$ cat config.mk
export PLATFORM = sky130hd
export DESIGN_NAME = out_chain_node_flat
export DESIGN_NICKNAME = d
export VERILOG_FILES = /design/src/rtl/out_chain_node_if.sv /design/src/rtl/out_chain_node.sv /design/src/flat_wrapper.sv
export SDC_FILE = /design/constraint.sdc
export NUM_CORES = 1
export LEC_CHECK = 0
export ABC_CLOCK_PERIOD_IN_PS = 7550
export CAP_MARGIN = 20
export CORE_MARGIN = 2
export CORE_UTILIZATION = 35
export CTS_CLUSTER_SIZE = 16
export DETAILED_ROUTE_END_ITERATION = 8
export SLEW_MARGIN = 0
export SYNTH_ARGS = -nofsm -noshare
export SYNTH_HDL_FRONTEND = slang
export SYNTH_SLANG_ARGS = --single-unit
$ cat constraint.sdc
create_clock -name clock -period 7.55 [get_ports clock]
set_clock_uncertainty 0.2 [all_clocks]
set_input_delay 1.51 -clock clock [delete_from_list [all_inputs] [get_ports clock]]
set_output_delay 1.51 -clock clock [all_outputs]
set_load 0.05 [all_outputs]
$ cat src/rtl/out_chain_node_if.sv
// Word handshake between output-chain nodes (and from a local port into a node).
// The master drives data/valid; the slave answers with ready (the accept strobe).
interface out_chain_node_if #(
  parameter int unsigned DATA_W = 8
);
  logic [DATA_W-1:0] data;
  logic              valid;
  logic              ready;

  modport master (output data, output valid, input ready);
  modport slave  (input data, input valid, output ready);
endinterface

$ cat src/rtl/out_chain_node.sv
// Output-chain node: FWFT FIFO fed by upstream and local sources, drained downstream.
// Define OUT_CHAIN_FAIR_EN to bound local starvation to MAX_UP consecutive upstream grants.
module out_chain_node #(
  parameter int unsigned DATA_W = 8,
  parameter int unsigned DEPTH  = 16,
  parameter int unsigned MAX_UP = 4
) (
  input  logic                       clock,
  input  logic                       sclr,
  out_chain_node_if.slave            up,
  out_chain_node_if.slave            loc,
  out_chain_node_if.master           dn,
  output logic [$clog2(DEPTH+1)-1:0] count,
  output logic                       full,
  output logic                       empty
);
  localparam int unsigned AW = $clog2(DEPTH);
  localparam int unsigned CW = $clog2(DEPTH+1);

  if (DEPTH < 2 || (DEPTH & (DEPTH - 1)) != 0) begin : g_bad_depth
    $error("DEPTH must be a power of two >= 2");
  end
  if (MAX_UP < 1 || MAX_UP > 255) begin : g_bad_max_up
    $error("MAX_UP must be in 1..255");
  end

  logic [DATA_W-1:0] r_mem [DEPTH];
  logic [AW-1:0]     r_wr_ptr;
  logic [AW-1:0]     r_rd_ptr;
  logic [CW-1:0]     r_count;

  logic              w_full;
  logic              w_empty;
  logic              w_open;
  logic              w_loc_pri;
  logic              w_up_gnt;
  logic              w_loc_gnt;
  logic              w_wr;
  logic              w_rd;
  logic [DATA_W-1:0] w_wdata;

  assign w_full  = (r_count == CW'(DEPTH));
  assign w_empty = (r_count == '0);
  assign w_open  = !sclr && !w_full;

`ifdef OUT_CHAIN_FAIR_EN
  localparam int unsigned SW = $clog2(MAX_UP+1);
  logic [SW-1:0] r_streak;

  assign w_loc_pri = (r_streak == SW'(MAX_UP));

  // Streak only grows on upstream grants made while local waits, so it never passes MAX_UP.
  always_ff @(posedge clock) begin
    if (sclr || !loc.valid || w_loc_gnt) begin
      r_streak <= '0;
    end else if (w_up_gnt) begin
      r_streak <= r_streak + SW'(1);
    end
  end
`else
  assign w_loc_pri = 1'b0;
`endif

  assign w_up_gnt  = w_open && up.valid  && !(loc.valid && w_loc_pri);
  assign w_loc_gnt = w_open && loc.valid && (!up.valid || w_loc_pri);
  assign w_wr      = w_up_gnt || w_loc_gnt;
  assign w_rd      = !sclr && !w_empty && dn.ready;
  assign w_wdata   = w_loc_gnt ? loc.data : up.data;

  assign up.ready  = w_up_gnt;
  assign loc.ready = w_loc_gnt;

  always_ff @(posedge clock) begin
    if (w_wr) begin
      r_mem[r_wr_ptr] <= w_wdata;
    end
  end

  always_ff @(posedge clock) begin
    if (sclr) begin
      r_wr_ptr <= '0;
      r_rd_ptr <= '0;
      r_count  <= '0;
    end else begin
      if (w_wr) begin
        r_wr_ptr <= r_wr_ptr + AW'(1);
      end
      if (w_rd) begin
        r_rd_ptr <= r_rd_ptr + AW'(1);
      end
      case ({w_wr, w_rd})
        2'b10:   r_count <= r_count + CW'(1);
        2'b01:   r_count <= r_count - CW'(1);
        default: r_count <= r_count;
      endcase
    end
  end

  assign dn.data  = r_mem[r_rd_ptr];
  assign dn.valid = !w_empty;
  assign count    = r_count;
  assign full     = w_full;
  assign empty    = w_empty;
endmodule

$ cat src/flat_wrapper.sv
// flat-port wrapper written by rule: the top's interface ports become plain ports
module out_chain_node_flat 
#(
  parameter int unsigned DATA_W = 8,
  parameter int unsigned DEPTH  = 16,
  parameter int unsigned MAX_UP = 4
)
  (clock, sclr, count, full, empty, up_data, up_valid, up_ready, loc_data, loc_valid, loc_ready, dn_data, dn_valid, dn_ready);
  out_chain_node_if #(.DATA_W(DATA_W)) up_i ();
  out_chain_node_if #(.DATA_W(DATA_W)) loc_i ();
  out_chain_node_if #(.DATA_W(DATA_W)) dn_i ();
  input  logic clock;
  input  logic sclr;
  output logic [$clog2(DEPTH+1)-1:0] count;
  output logic full;
  output logic empty;
  input wire logic [$bits(up_i.data)-1:0] up_data;
  input wire logic [$bits(up_i.valid)-1:0] up_valid;
  output wire logic [$bits(up_i.ready)-1:0] up_ready;
  input wire logic [$bits(loc_i.data)-1:0] loc_data;
  input wire logic [$bits(loc_i.valid)-1:0] loc_valid;
  output wire logic [$bits(loc_i.ready)-1:0] loc_ready;
  output wire logic [$bits(dn_i.data)-1:0] dn_data;
  output wire logic [$bits(dn_i.valid)-1:0] dn_valid;
  input wire logic [$bits(dn_i.ready)-1:0] dn_ready;
  assign up_i.data = up_data;
  assign up_i.valid = up_valid;
  assign up_ready = up_i.ready;
  assign loc_i.data = loc_data;
  assign loc_i.valid = loc_valid;
  assign loc_ready = loc_i.ready;
  assign dn_data = dn_i.data;
  assign dn_valid = dn_i.valid;
  assign dn_i.ready = dn_ready;
  out_chain_node #(.DATA_W(DATA_W), .DEPTH(DEPTH), .MAX_UP(MAX_UP)) u_core (.clock(clock), .sclr(sclr), .up(up_i), .loc(loc_i), .dn(dn_i), .count(count), .full(full), .empty(empty));
endmodule
After elaboration in Yosys (flattened, before gate mapping) --
Memories as Yosys holds them, arrays and structs flattened. A register that Yosys moved wholly into a read port is not among the register bits. Index checks and enable logic that the tools add are counted.
Word-level totals: memories 1, RAM bits 128, word-level logic and storage cells 30, register bits after elaboration 13
Cells by class: reductions and logical operators 13, add/subtract/negate cells 4, mux-type cells 6, equal/unequal tests 3
Memory list:
- u_core.r_mem | depth 16, bits a word 8, rd ports 1, clocked after memory_dff 1, wr ports 1, RTL line out_chain_node.sv:27 | logic [DATA_W-1:0] r_mem [DEPTH];
Operators by type and width (count):
- one-hot mux 5 bit (2 select lines) | 1
- adder 4 x 1 -> 4 bit (second input constant) | 2
- 2-to-1 mux 4 bit | 2
- 2-to-1 mux 8 bit | 1
- logical AND 1 bit | 6
- adder 5 x 1 -> 5 bit (second input constant) | 1
- == test 5 bit (second input constant) | 1
- logical NOT 5 bit | 1
- subtractor 5 x 1 -> 5 bit (second input constant) | 1
- logical NOT 1 bit | 4
- == test 2 x 1 -> 1 bit (second input constant) | 1
- == test 2 bit (second input constant) | 1
- 2-to-1 mux 1 bit | 2
- nonzero test 2 bit | 1
- logical OR 1 bit | 1

Logic depth before layout (Yosys ltp) --
Gate-level depths: netlist of the first run.
depth after elaboration 8, mapped depth 9

Least setup slack after synthesis of the first run --
OpenSTA, ideal clock, no wires.
path kind input port to output port, from input sclr, to output loc_ready, slack 3738 ps, stages on the path 3, required time 5840 ps, arrival 2102 ps, path through a21oi_1 > and3b_1 > buf_2
On the way: cells in the longest elaborated chain, start to end 4
Ends and longest elaborated chain:
- from (decl) | RTL line flat_wrapper.sv:13 | input logic sclr;
- logical NOT 1 bit | RTL line out_chain_node.sv:44 | assign w_open = !sclr && !w_full;
- logical AND 1 bit | RTL line out_chain_node.sv:44
- logical AND 1 bit (2 in series) | RTL line out_chain_node.sv:65 | assign w_loc_gnt = w_open && loc.valid && (!up.valid || w_loc_pri);
- to (decl) | RTL line flat_wrapper.sv:22 | output wire logic [$bits(loc_i.ready)-1:0] loc_ready;
No other way between the ends.

Final worst setup path of the first run --
Same ends and word-level chain as after synthesis.

==> reports/summary.md, run 1 <==
### Status
- complete, no violations — status

### Yosys
- 1.47% — share of synthesized cell area in full adder, half adder and majority cells
- 5950 µm² — cell area after synthesis
- 310 — post-synthesis instance total
- 0% — proportion of register bits with asynchronous set or reset after synthesis
- 0 — Synth Warn #
- 145 — Seq cells post-synth
- 5.41% — post-synthesis simple-gate area fraction
- multiplexers — main combinational cell family by area after synthesis
- 36 — synth unique cells
- sky130_fd_sc_hd__edfxtp_1 — Primary FF master, synth
- 18.6% — fraction of synthesized area in multiplexers
- 19.2 µm² — post-synthesis area per instance
- 128 — EDFF count, synth
- 338 — syn nets
- 1.52% — fraction of the mapped netlist area in compound gates
- 0.884% — share of the synthesized netlist area taken by xor and xnor gates
- 70.4% — sequential cell area fraction in the yosys report

### Finish
- 19.1% — Layout area overhead
- 381 — number of nets at the end of the flow
- 0 — diodes inserted
- 42.7% — final core utilization
- sky130_fd_sc_hd__edfxtp_1 — most common cell after layout, fill and taps aside
- 20.9% — share of final-layout standard cells stronger than drive strength 1
- 1488 — Filler Cell Count
- sky130_fd_sc_hd__edfxtp_1 (128), sky130_fd_sc_hd__mux4_2 (40), sky130_fd_sc_hd__clkdlybuf4s50_1 (38) — most frequent cells in the layout

### Global route
- 33 — largest net degree at the start of global routing
- 2968 — number of global-route vias before repair
- 0 — initial antenna violation count
- 17700 µm — first-pass GRT wire length
- 0 — overall overflow remaining after global route
- 13.8% — overall fraction of global-route tracks in use

### Floorplanning
- 134 µm — height of the die
- 16600 µm² — standard cell core area
- 47 — Site Rows
- 18000 µm² — die area
- 35.9% — Starting Density
- 39 — number of top-level pins
- 134 µm — die width

### Min path
- 2 — count of cells along the worst hold path
- reg -> reg — HP Class
- u_core.r_rd_ptr[3] — beginning of the worst hold path

### Setup path
- 5.84 ns — data required time of the critical path
- sky130_fd_sc_hd__clkdlybuf4s50_1 — cell with the biggest individual delay on the critical path
- 22 — worst-path maximum fanout
- 3.91 ns — WP data arrival
- output pin — endpoint kind of the worst setup timing path
- u_core.count[1] — worst reg2reg path startpoint
- clkdlybuf4s50_1, a21oi_1, and3b_1, clkdlybuf4s50_1 — critical path cell sequence
- sclr — startpoint of the worst setup timing path
- 4 — depth of the critical timing path with buffers and inverters included
- input pin — Setup crit start kind
- 2 — number of buffers and inverters on the critical path
- 0.88 ns — CP max stage delay
- buffers and inverters — family with the most delay on the worst path
- sky130_fd_sc_hd__clkdlybuf4s50_1 — most prevalent standard cell on the critical path
- in -> out — critical path class
- 7 — worst reg2reg path depth

### Timing
- 0.874 ns — worst slew pin tran
- 0 ns — sum of negative setup slack
- 0 — count of final hold-check violations
- 0 — max-slew violations
- 0 — Final Setup Violations
- 5.62 ns — clock period minus worst slack
- 0.178 GHz — upper clock frequency limit
- 41.5% — headroom to the max-slew limit
- 74.4% — final clock period utilization by the worst path
- no — setup repair after global routing missed its margin

### Clock network
- 2 — maximum buffer depth of the clock tree
- 4 — number of H-tree branching levels
- sky130_fd_sc_hd__clkbuf_16 — clock root buffer
- 0 — Gates resized, CTS repair
- 0.05 ns — clock slew at reported path FFs
- 145 — CTS Sinks
- 0.41 ns — clock latency at the later pin of the worst-skew pair
- built — clock tree from TritonCTS
- 0 — hold bufs inserted after CTS
- 0 — Post-CTS Setup Inserts
- 17 — TritonCTS Buffers

### Drt
- 11700 µm — final wirelength
- 0 — # DRC
- 4.95 — Vias/cell
- 221 — Initial DRC Count
- 2890 — via count
- 20.0 µm — Routed wire per std cell
- 0 — Final ANT Viol Nets
- 4 — detailed-routing iteration count for the pre-antenna-repair pass

### Power
- 0.173 mV — VDD IR max
- 275 nW/µm² — Pwr Density
- 2.26 nW — leakage power of the design

### Placed design
- 7420 µm — post-detail-place hpwl
- 38 — IO buf count
- 0.753 — placer congestion estimate

### Run
- 0 — max-cap viol count

==> routing by layer <==
metal | wire (µm) | track usage (%) | up-vias | share of wire [%]
met1 | 4870 | 17.1 | 1501 | 42
met4 | 114 | 5.26 | 0 | 0.98
met2 | 6280 | 23.1 | 61 | 54
met3 | 411 | 4.08 | 7 | 3.5
met5 | 0 | 0 | - | 0
li1 | - | - | 1321 | -
==> sequential cells by signal, indices dropped and copies added (netlist names), named ones only <==
register         cells
u_core.r_wr_ptr      4
u_core.r_rd_ptr      4
u_core.r_mem       128
u_core.count         5
==> Yosys cell counts, drive strengths merged, types with 2 or more instances <==
cell type / n / area, µm²
o211ai: 2 / 15.0
nor2b: 4 / 25.0
and3: 2 / 12.5
mux4: 40 / 901
nor2: 20 / 75.1
nor3b: 4 / 30.0
and2: 14 / 87.6
mux2: 11 / 124
mux2i: 8 / 83.8
buf: 9 / 41.3
dfxtp: 17 / 340
a21oi: 5 / 25.0
nand2b: 2 / 12.5
ha: 7 / 87.6
edfxtp: 128 / 3840
or3: 2 / 12.5
clkbuf: 7 / 26.3
xor2: 5 / 43.8
inv: 9 / 33.8
==> cells by family after synthesis <==
| family | Yosys count |
|---|---|
| AOI/OAI and AO/OA | 13 |
| and+or+nand+nor | 55 |
| DFF | 145 |
| buffers and inverters | 25 |
| muxes | 59 |
| adders and majority gates | 7 |
| xor gates and xnor gates | 6 |
==> worst reg2reg max path, stage by stage (launching register included) <==
cell and delay [ns]:
sky130_fd_sc_hd__dfxtp_1 0.56, sky130_fd_sc_hd__nor4_4 0.12, sky130_fd_sc_hd__a211oi_2 0.57, sky130_fd_sc_hd__inv_1 0.16
sky130_fd_sc_hd__ha_1 0.43, sky130_fd_sc_hd__a221oi_1 0.28, sky130_fd_sc_hd__mux2i_1 0.13, sky130_fd_sc_hd__mux2_1 0.31
==> layout make-up <==
class	count	area, µm²	share of cell area (%)
Clock buffer	21	440	6.22
Clock inverter	9	92.6	1.31
Inverter	9	33.8	0.477
Multi-Input combinational cell	140	1660	23.4
Sequential cell	145	4190	59.1
Tap cell	220	275	3.89
Timing Repair Buffer	40	395	5.58
==> power breakdown <==
part / switching, W / internal, W / leakage (nW)
combinational: 0.000158 / 0.000125 / 0.713
sequential: 0.0000121 / 0.000892 / 1.29
clock: 0.000285 / 0.000475 / 0.257
==> stage by stage <==
step	hold WS (ns)	instance area [µm²]	instances	total power, W	worst slack (ns)
6_report	0.333	7080	584	0.00195	1.93
5_1_grt	0.345	7080	584	0.00201	1.69
4_1_cts	0.336	7080	584	0.00197	1.91
3_5_place_dp	0.319	6550	554	0.00121	1.91
3_3_place_gp	0.301	6550	554	0.00121	1.99
2_1_floorplan	0.270	5950	310	0.00113	3.74
==> final timing paths <==
check / end / slack, ns
max: loc_ready / 1.93
min: u_core.r_rd_ptr[3] / 0.33
max reg2reg: u_core.count[4] / 4.68
min reg2reg: u_core.r_rd_ptr[3] / 0.33
Note: power is estimated with default switching activity, not from simulation.
==> run 2, diff against run 1 <==
ABC_CLOCK_PERIOD_IN_PS = 5600   (was 7550)
clock period = 5.6 ns   (was 7.55 ns; I/O delays follow)
==> run 2 against run 1 <==
Against the previous run: register-to-register slack got worse by 2.0 ns; flip-flop and latch count unchanged; cell count rose by 0.68%; largest power group unchanged; largest cell class unchanged; clock power increased by 39%; hold slack got worse by 0.0049 ns; global-route usage grew 0.59 points.
==> reports/summary.md, run 2 (synthesis results as in run 1) <==
### Timing
- 81.2% — final clock period utilization by the worst path
- no — setup repair after global routing missed its margin, unchanged
- 0.220 GHz — upper clock frequency limit
- 0 — Final Setup Violations, unchanged
- 1.01 ns — worst slew pin tran, was 0.874 ns
- 32.2% — headroom to the max-slew limit, was 41.5%
- 0 — count of final hold-check violations, unchanged
- 0 ns — sum of negative setup slack, unchanged
- 4.54 ns — clock period minus worst slack
- 1.06 ns — fin worst setup slack, was 1.93 ns
- 0 — max-slew violations, unchanged

### Floorplanning
- 134 µm — die width, unchanged
- 47 — Site Rows, unchanged
- 39 — number of top-level pins, unchanged
- 16600 µm² — standard cell core area, unchanged
- 35.9% — Starting Density, unchanged
- 134 µm — height of the die, unchanged
- 18000 µm² — die area, unchanged

### Finish
- sky130_fd_sc_hd__edfxtp_1 — most common cell after layout, fill and taps aside, unchanged
- 0 — diodes inserted, unchanged
- 383 — number of nets at the end of the flow, was 381
- u_core.r_mem — Largest Register, unchanged
- 128 — number of flip-flops under the largest register name, unchanged
- 588 — non-filler instance count after layout, was 584
- sky130_fd_sc_hd__edfxtp_1 (128), sky130_fd_sc_hd__mux4_2 (40), sky130_fd_sc_hd__clkdlybuf4s50_1 (38) — most frequent cells in the layout, unchanged
- 22.3% — share of final-layout standard cells stronger than drive strength 1, was 20.9%
- 19.7% — Layout area overhead, was 19.1%
- 42.9% — final core utilization, was 42.7%

### Clock network
- 0 — Post-CTS Setup Inserts, unchanged
- 2 — maximum buffer depth of the clock tree, unchanged
- 145 — CTS Sinks, unchanged
- 17 — TritonCTS Buffers, unchanged
- 4 — number of H-tree branching levels, unchanged
- sky130_fd_sc_hd__clkbuf_16 — clock root buffer, unchanged
- built — clock tree from TritonCTS, unchanged
- 0.06 ns — clock slew at reported path FFs, was 0.05 ns
- 0 — Gates resized, CTS repair, unchanged
- 0 — hold bufs inserted after CTS, unchanged
- 0.43 ns — clock latency at the later pin of the worst-skew pair, was 0.41 ns

### Power
- 375 nW/µm² — Pwr Density, was 275 nW/µm²
- 2.28 nW — leakage power of the design, was 2.26 nW
- 0.237 mV — VDD IR max, was 0.173 mV

### Placed design
- 38 — IO buf count, unchanged
- 7580 µm — post-detail-place hpwl, was 7420 µm
- 1.12 ns — pre-CTS worst setup slack, was 1.91 ns
- 556 — placed insts, was 554
- 0.725 — placer congestion estimate, was 0.753

### Status
- complete, no violations — status, unchanged

### Setup path
- buf_4, mux4_2, mux4_2, clkdlybuf4s50_1 — critical path cell sequence, was clkdlybuf4s50_1, a21oi_1, and3b_1, clkdlybuf4s50_1
- 4.28 ns — data required time of the critical path, was 5.84 ns
- 2.68 ns — Register-to-Register Setup Slack, was 4.68 ns
- 0.73 ns — CP max stage delay, was 0.88 ns
- reg -> out — critical path class, was in -> out
- 3.22 ns — WP data arrival, was 3.91 ns
- sky130_fd_sc_hd__clkdlybuf4s50_1 — cell with the biggest individual delay on the critical path, unchanged
- 22 — worst-path maximum fanout, unchanged
- output pin — endpoint kind of the worst setup timing path, unchanged
- sky130_fd_sc_hd__mux4_2 — most prevalent standard cell on the critical path, was sky130_fd_sc_hd__clkdlybuf4s50_1
- flip-flop — Setup crit start kind, was input pin

### Drt
- 0 — Final ANT Viol Nets, unchanged
- 0 — # DRC, unchanged
- 4.98 — Vias/cell, was 4.95
- 227 — Initial DRC Count, was 221
- 2927 — via count, was 2890
- 20.6 µm — Routed wire per std cell, was 20.0 µm
- 6 — detailed-routing iteration count for the pre-antenna-repair pass, was 4
- 12100 µm — final wirelength, was 11700 µm

### Global route
- 23 — largest net degree at the start of global routing, was 33
- 0 — overall overflow remaining after global route, unchanged
- 14.4% — overall fraction of global-route tracks in use, was 13.8%
- 0 — initial antenna violation count, unchanged
- 3063 — number of global-route vias before repair, was 2968
- 18400 µm — first-pass GRT wire length, was 17700 µm

### Run
- 0 — max-cap viol count, unchanged

### Min path
- reg -> reg — HP Class, unchanged

-- run 2: cell types whose count changed in the layout (fill, tap and decap cells not counted) --
cell / previous run / this run
sky130_fd_sc_hd__buf_4: 2 / 4
sky130_fd_sc_hd__clkinvlp_4: 1 / 2
sky130_fd_sc_hd__clkbuf_1: 4 / 1
sky130_fd_sc_hd__clkinv_1: 4 / 5
sky130_fd_sc_hd__clkinv_2: 2 / 4
sky130_fd_sc_hd__clkinv_4: 0 / 1
-- run 2: final timing paths --
path,startpoint,end,depth (start not counted)
worst min register to register,u_core.r_wr_ptr[2],u_core.r_wr_ptr[2],1
worst min-delay path,u_core.r_wr_ptr[2],u_core.r_wr_ptr[2],1
worst max register to register,u_core.count[1],u_core.r_mem[8][4],4
worst max-delay path,flip-flop,dn_data[7],4
-- run 2: report_power, final --
part / internal [W] / switching [W]
logic: 0.000171 / 0.000205
registers: 0.00120 / 0.0000259
clock network: 0.000643 / 0.000419
total: 0.00202 / 0.000650
-- run 2: metrics by stage --
step           hold WS (ns)  power [W]  instance area, µm²
2_1_floorplan         0.270    0.00152                5950
3_3_place_gp          0.298    0.00163                6570
6_report              0.328    0.00267                7120
5_1_grt               0.350    0.00276                7120
3_5_place_dp          0.313    0.00163                6570
4_1_cts               0.324    0.00269                7120
-- run 2: layout make-up --
cell class,count,area (µm²)
clock buffer,18,429
clock inverter,14,123
fill,1461,9470
inverter,9,33.8
multi-input combinational,140,1660
sequential,145,4190
tap,220,275
timing repair buffer,42,410
-- run 2: metal layers --
layer / GRT usage, % / up-vias / share of wire [%]
met4: 5.85 / 0 / 1.9
li1: - / 1328 / -
met5: 0 / - / 0
met3: 4.57 / 17 / 3.5
met1: 18.6 / 1523 / 44
met2: 22.8 / 59 / 50
-- run 2: worst max-delay path, delay by kind of cell, from the launching register on --
family / cells / cell delay [ns]
buffers and inverters: 2 / 1.18
muxes: 2 / 0.88
DFF: 1 / 0.72
